### src/rtl/alu_serial_ctrl.sv
// alu_serial_ctrl -- bit-serial ALU sequencer.
//
// Accepts two WIDTH-bit operands and a 4-bit control word {ainvert, binvert, aluop[1:0]}.
// It then processes one bit per clock, LSB first, through a 1-bit ALU slice. The carry is
// held in a register between bits. When all bits are done it returns the full result and
// the zero/carry/overflow flags with a one-cycle done pulse.
//
// Ports:
//   clk        in   1      clock, rising edge
//   rst_n      in   1      synchronous active-low reset
//   start      in   1      operation request, sampled only while idle
//   a, b       in   WIDTH  operands, latched on accept
//   alu_ctl    in   4      {ainvert, binvert, aluop[1:0]}, latched on accept
//   busy       out  1      high from accept until the result is delivered
//   done       out  1      one-cycle pulse, result/flags updated
//   result     out  WIDTH  registered result, held until the next done
//   zero       out  1      result == 0
//   carry_out  out  1      carry out of MSB (aluop=10 only)
//   overflow   out  1      signed overflow (aluop=10 only)
module alu_serial_ctrl #(
  parameter int WIDTH = 16
) (
  input  logic             clk,
  input  logic             rst_n,
  input  logic             start,
  input  logic [WIDTH-1:0] a,
  input  logic [WIDTH-1:0] b,
  input  logic [3:0]       alu_ctl,
  output logic             busy,
  output logic             done,
  output logic [WIDTH-1:0] result,
  output logic             zero,
  output logic             carry_out,
  output logic             overflow
);

  localparam int CNT_W = (WIDTH > 2) ? $clog2(WIDTH) : 1;
  localparam logic [CNT_W-1:0] LAST_BIT = CNT_W'(WIDTH - 1);

  typedef enum logic [1:0] {
    S_IDLE,
    S_SHIFT,
    S_FINISH
  } state_t;

  // Control state (reset)
  state_t           state_q, state_d;
  logic             busy_q, busy_d;
  logic             done_q, done_d;
  logic [WIDTH-1:0] result_q, result_d;
  logic             zero_q, zero_d;
  logic             carry_out_q, carry_out_d;
  logic             overflow_q, overflow_d;

  // Serial datapath state (not reset; fully loaded on accept)
  logic [WIDTH-1:0] a_sh_q, a_sh_d;
  logic [WIDTH-1:0] b_sh_q, b_sh_d;
  logic [3:0]       ctl_q, ctl_d;
  logic [WIDTH-1:0] res_sh_q, res_sh_d;
  logic [CNT_W-1:0] count_q, count_d;
  logic             carry_q, carry_d;
  logic             cin_msb_q, cin_msb_d;
  logic             sum_msb_q, sum_msb_d;

  // 1-bit slice signals for the bit currently at the LSB of the shifters
  logic             ai, bi, sum_bit, slice_bit, maj_bit;
  logic             less, ovf_raw;
  logic [WIDTH-1:0] final_res;

  always_comb begin
    ai      = a_sh_q[0] ^ ctl_q[3];
    bi      = b_sh_q[0] ^ ctl_q[2];
    sum_bit = ai ^ bi ^ carry_q;
    maj_bit = (ai & bi) | (ai & carry_q) | (bi & carry_q);
    unique case (ctl_q[1:0])
      2'b00:   slice_bit = ai & bi;
      2'b01:   slice_bit = ai | bi;
      2'b10:   slice_bit = sum_bit;
      default: slice_bit = 1'b0;  // SLT: sum kept only for the MSB
    endcase

    // After the last bit carry_q holds the carry out of the MSB.
    ovf_raw   = cin_msb_q ^ carry_q;
    less      = sum_msb_q ^ ovf_raw;
    final_res = (ctl_q[1:0] == 2'b11) ? {{(WIDTH-1){1'b0}}, less} : res_sh_q;
  end

  always_comb begin
    state_d     = state_q;
    busy_d      = busy_q;
    done_d      = 1'b0;
    result_d    = result_q;
    zero_d      = zero_q;
    carry_out_d = carry_out_q;
    overflow_d  = overflow_q;
    a_sh_d      = a_sh_q;
    b_sh_d      = b_sh_q;
    ctl_d       = ctl_q;
    res_sh_d    = res_sh_q;
    count_d     = count_q;
    carry_d     = carry_q;
    cin_msb_d   = cin_msb_q;
    sum_msb_d   = sum_msb_q;

    unique case (state_q)
      S_IDLE: begin
        if (start) begin
          a_sh_d  = a;
          b_sh_d  = b;
          ctl_d   = alu_ctl;
          count_d = '0;
          carry_d = alu_ctl[2];  // binvert doubles as the +1 of two's complement
          busy_d  = 1'b1;
          state_d = S_SHIFT;
        end
      end
      S_SHIFT: begin
        // Result bits enter at the MSB so bit 0 lands at the LSB after WIDTH shifts.
        res_sh_d = {slice_bit, res_sh_q[WIDTH-1:1]};
        a_sh_d   = a_sh_q >> 1;
        b_sh_d   = b_sh_q >> 1;
        carry_d  = maj_bit;
        count_d  = count_q + 1'b1;
        if (count_q == LAST_BIT) begin
          cin_msb_d = carry_q;
          sum_msb_d = sum_bit;
          state_d   = S_FINISH;
        end
      end
      S_FINISH: begin
        result_d    = final_res;
        zero_d      = (final_res == '0);
        carry_out_d = (ctl_q[1:0] == 2'b10) ? carry_q : 1'b0;
        overflow_d  = (ctl_q[1:0] == 2'b10) ? ovf_raw : 1'b0;
        done_d      = 1'b1;
        busy_d      = 1'b0;
        state_d     = S_IDLE;
      end
      default: begin
        busy_d  = 1'b0;
        state_d = S_IDLE;
      end
    endcase
  end

  always_ff @(posedge clk) begin
    if (!rst_n) begin
      state_q     <= S_IDLE;
      busy_q      <= 1'b0;
      done_q      <= 1'b0;
      result_q    <= '0;
      zero_q      <= 1'b0;
      carry_out_q <= 1'b0;
      overflow_q  <= 1'b0;
    end else begin
      state_q     <= state_d;
      busy_q      <= busy_d;
      done_q      <= done_d;
      result_q    <= result_d;
      zero_q      <= zero_d;
      carry_out_q <= carry_out_d;
      overflow_q  <= overflow_d;
    end
  end

  always_ff @(posedge clk) begin
    a_sh_q    <= a_sh_d;
    b_sh_q    <= b_sh_d;
    ctl_q     <= ctl_d;
    res_sh_q  <= res_sh_d;
    count_q   <= count_d;
    carry_q   <= carry_d;
    cin_msb_q <= cin_msb_d;
    sum_msb_q <= sum_msb_d;
  end

  assign busy      = busy_q;
  assign done      = done_q;
  assign result    = result_q;
  assign zero      = zero_q;
  assign carry_out = carry_out_q;
  assign overflow  = overflow_q;

endmodule

### config.mk
export PLATFORM = sky130hd
export DESIGN_NAME = alu_serial_ctrl
export DESIGN_NICKNAME = d
export VERILOG_FILES = /design/src/rtl/alu_serial_ctrl.sv
export SDC_FILE = /design/constraint.sdc
export NUM_CORES = 1
export LEC_CHECK = 0
export ABC_CLOCK_PERIOD_IN_PS = 3500
export CAP_MARGIN = 20
export CORE_ASPECT_RATIO = 1.25
export CORE_MARGIN = 2
export CORE_UTILIZATION = 50
export CTS_CLUSTER_DIAMETER = 100
export DETAILED_ROUTE_END_ITERATION = 8
export HOLD_SLACK_MARGIN = 0.12
export PLACE_DENSITY_LB_ADDON = 0.3
export RECOVER_POWER = 100
export SYNTH_ARGS = -nofsm -noshare
export SYNTH_HDL_FRONTEND = slang
export SYNTH_SLANG_ARGS = --single-unit
### constraint.sdc
create_clock -name clk -period 3.5 [get_ports clk]
set_input_delay 0.7 -clock clk [delete_from_list [all_inputs] [get_ports clk]]
set_output_delay 0.7 -clock clk [all_outputs]
set_load 0.005 [all_outputs]
==> results.toml <==
[status]
status = "finished, final reports clean"

[sta]
setup_viol = 0
fin_ws_ns = 0.856
finClkSkew_ns = 0.00411
hold_viol_final = 0
tightestPinTransition_ns = 1.02
tns_ns = 0
period_needed_ns = 2.64
fin_crit_sh = 0.755
rsz0062_at_grt = "no"
clock.fmax_ghz = 0.378
slew_viol_final = 0
slew_headroom = 0.321

[worst_setup_path]
crit_chain = "dlygate4sd3_1 -> nor3b_1 -> clkbuf_1 -> or2_2 -> clkbuf_2"
regToRegSetupSlack_ns = 1.24
reg2reg_from = "state_q[1]"
worstSetupEndpointType = "flip-flop"
path_class = "input port to flip-flop"
worst_setup_path_start_kind = "input port"
cpMaxStageDelayCell = "clkbuf_2"
path_max_fanout = 37
worstSetupEndpoint = "count_q[3]"
crit_arrival_ns = 2.61
rr_worst_depth = 5
reg2reg_to = "count_q[3]"
worstSetupStartpoint = "start"
crit_required_ns = 3.47
crit_path_max_incr_delay_ns = 0.69

[run]
drv_cap = 0

[cts]
cts.clk_slew.worst_paths_ns = 0.08
postCtsSetupBuffers = 0
clock_latency_ns = 0.34
cts_tree = "yes"
cts_root_buf = "clkbuf_8"
ctsHoldBuffers = 0
ctsResizeCount = 0
cts_buffer_depth = 2
numClockSinks = 82
htreeDepth = 3
numCtsBuffers = 9

[detailed_routing]
antenna_left = 0
wl_met3_um = 239
drt-initial-drc-count = 157
vias_per_cell = 4.90
highest_layer = "met4"
route.met2.wl_mm = 3.06
drc_errors = 0
routedWlPerCell_um = 13.1
wirelength_mm = 5.82
drtPass1Iterations = 4
vias = 2171
wl_met1_mm = 2.41

[global_route]
grt_max_degree = 50
grt_pass1_vias = 2158
gr-total-overflow = 0
grt_pass1_wl_mm = 9.96
grt_usage = 0.181
antenna_found_initial = 0

[die]
start_util = 0.522
die_w_um = 76.2
dieArea_mm2 = 0.00718
rows = 32
io-pin-count = 60
core-area_mm2 = 0.00625
dieHeight_um = 94.3

[synthesis]
yosys.area.top_type = "edfxtp_1"
synth-seq-cells = 82
synth_top_area_frac = 0.544
yosysSeqAreaShare = 0.685
netlist_area_mm2 = 0.00326
synth_nets = 335
yosysUniqueCellTypes = 33
yosys-top-cells-area = "edfxtp_1, dfxtp_1, nand2_1"
netlist_instances = 292
synth_warnings = 0
synth.avg_cell_area_um2 = 11.2

[placement]
dpl-instance-area_mm2 = 0.00392
detailed_place_hpwl_mm = 3.91
dp_slack_ns = 1.01
io_buffers = 59
dp_cells = 427
place.gp.congestion = 0.737

[layout]
n_antenna_cell = 0
regArea_mm2 = 0.00223
fin_nets = 396
layout-drive-gt1-share = 0.0587
stdcell_count = 443
multi_input_area_um2 = 923
synthToLayoutAreaGrowth_pct = 26.2
stdcell_area_mm2 = 0.00411
nFillCells = 546

[min_path]
hold_class = "flip-flop to flip-flop"
worstHoldPathCells = 2

[pwr]
ir_worst_vdd_v = 0.000257
p_leak_nw = 1.66
power-per-cell-area_mw_per_mm2 = 499
==> how the worst min path moves through the flow <==
stage	from	endpoint	slack, ns
finish	result[5]	result[5]	0.45
global route	result[8]	result[8]	0.47
CTS	result[8]	result[8]	0.46
detailed placement	result[5]	result[5]	0.44
global placement	result[6]	result[6]	0.44
floorplan	overflow	overflow	0.45
==> metal layers <==
| metal | track usage | up-vias |
|---|---|---|
| met1 | 0.210 | 1008 |
| met3 | 0.0471 | 8 |
| met4 | 0.0909 | 0 |
| li1 | - | 1106 |
| met5 | 0 | - |
| met2 | 0.310 | 49 |
==> cell usage in the layout, fill, tap and decap left out, types with 2 or more instances in the layout <==
cell             Yosys  layout
a21oi_1             19      19
and2_1               3       2
buf_4                1       2
clkbuf_1             5       3
clkbuf_2             0       2
clkbuf_8             0      13
clkdlybuf4s50_1      0      32
dfxtp_1             23      23
dlygate4sd3_1        0      27
edfxtp_1            59      59
ha_1                 3       3
inv_1                4       5
nand2_1            112     112
nand2b_1             2       2
nand3_1             19      19
nor2_1               7       7
nor2b_1              2       2
nor3_1               3       3
nor4_1               3       3
xor2_1               4       4
==> critical path: cells and delay by family <==
kind	cells	cell delay, ns
AND/OR/NAND/NOR	2	0.37
buffers and inverters	3	1.51
==> kinds of logic after synthesis <==
family,after synthesis,share of synthesized area
XOR/XNOR,6,0.0204
flip-flops,82,0.685
adder cells (fa/ha/maj),4,0.0177
multiplexers,1,0.00307
AND/OR/NAND/NOR,155,0.198
buffers and inverters,19,0.0280
AO/OA/AOI/OAI,25,0.0476
==> cell usage after synthesis <==
| library cell | number |
|---|---|
| inv_1 | 4 |
| o211ai_2 | 1 |
| nand2_2 | 1 |
| buf_2 | 7 |
| nand2_1 | 112 |
| clkbuf_1 | 5 |
| buf_6 | 1 |
| ha_1 | 3 |
| a21oi_1 | 19 |
| nand4_1 | 1 |
| o211a_1 | 1 |
| xnor3_1 | 1 |
| nand2b_1 | 2 |
| mux2i_1 | 1 |
| dfxtp_1 | 23 |
| nor3b_1 | 1 |
| edfxtp_1 | 59 |
| nor2b_1 | 2 |
| buf_4 | 1 |
| a21boi_1 | 1 |
| and2_1 | 3 |
| nor3_1 | 3 |
| inv_2 | 1 |
| fa_1 | 1 |
| a221oi_2 | 1 |
| a21bo_2 | 1 |
| o21ai_0 | 1 |
| xor2_1 | 4 |
| nand3_1 | 19 |
| or2_2 | 1 |
| nor2_1 | 7 |
| xnor2_1 | 1 |
| nor4_1 | 3 |
==> sequential cells by signal, indices dropped and copies added, names as in the netlist <==
signal	flops
a_sh_q	16
busy	1
count_q	4
ctl_q	4
sum_msb_q	1
cin_msb_q	1
result	16
zero	1
res_sh_q	16
carry_out	1
state_q	2
overflow	1
carry_q	1
b_sh_q	16
done	1
==> stage by stage <==
| step | power, mW | hold slack (ns) | util |
|---|---|---|---|
| final | 2.05 | 0.449 | 0.658 |
| after global routing | 2.15 | 0.469 | 0.658 |
| after CTS | 2.08 | 0.455 | 0.661 |
| after detailed placement | 1.39 | 0.445 | 0.628 |
| after global placement | 1.38 | 0.438 | 0.628 |
| after floorplan | 1.30 | 0.448 | - |
==> area by class of cell <==
type | count | share of cell area
clock buffer | 16 | 0.0514
inverter | 5 | 0.00456
multi-input combinational | 191 | 0.225
sequential | 82 | 0.543
tap | 85 | 0.0259
timing repair buffer | 64 | 0.151
==> power by group <==
part | leakage [nW] | switching [mW] | internal [mW]
Sequential | 0.763 | 0.0345 | 1.14
Clock | 0.108 | 0.308 | 0.380
Combinational | 0.785 | 0.105 | 0.0845
Total | 1.66 | 0.447 | 1.60
No activity file was read; power rests on OpenSTA's default activity.
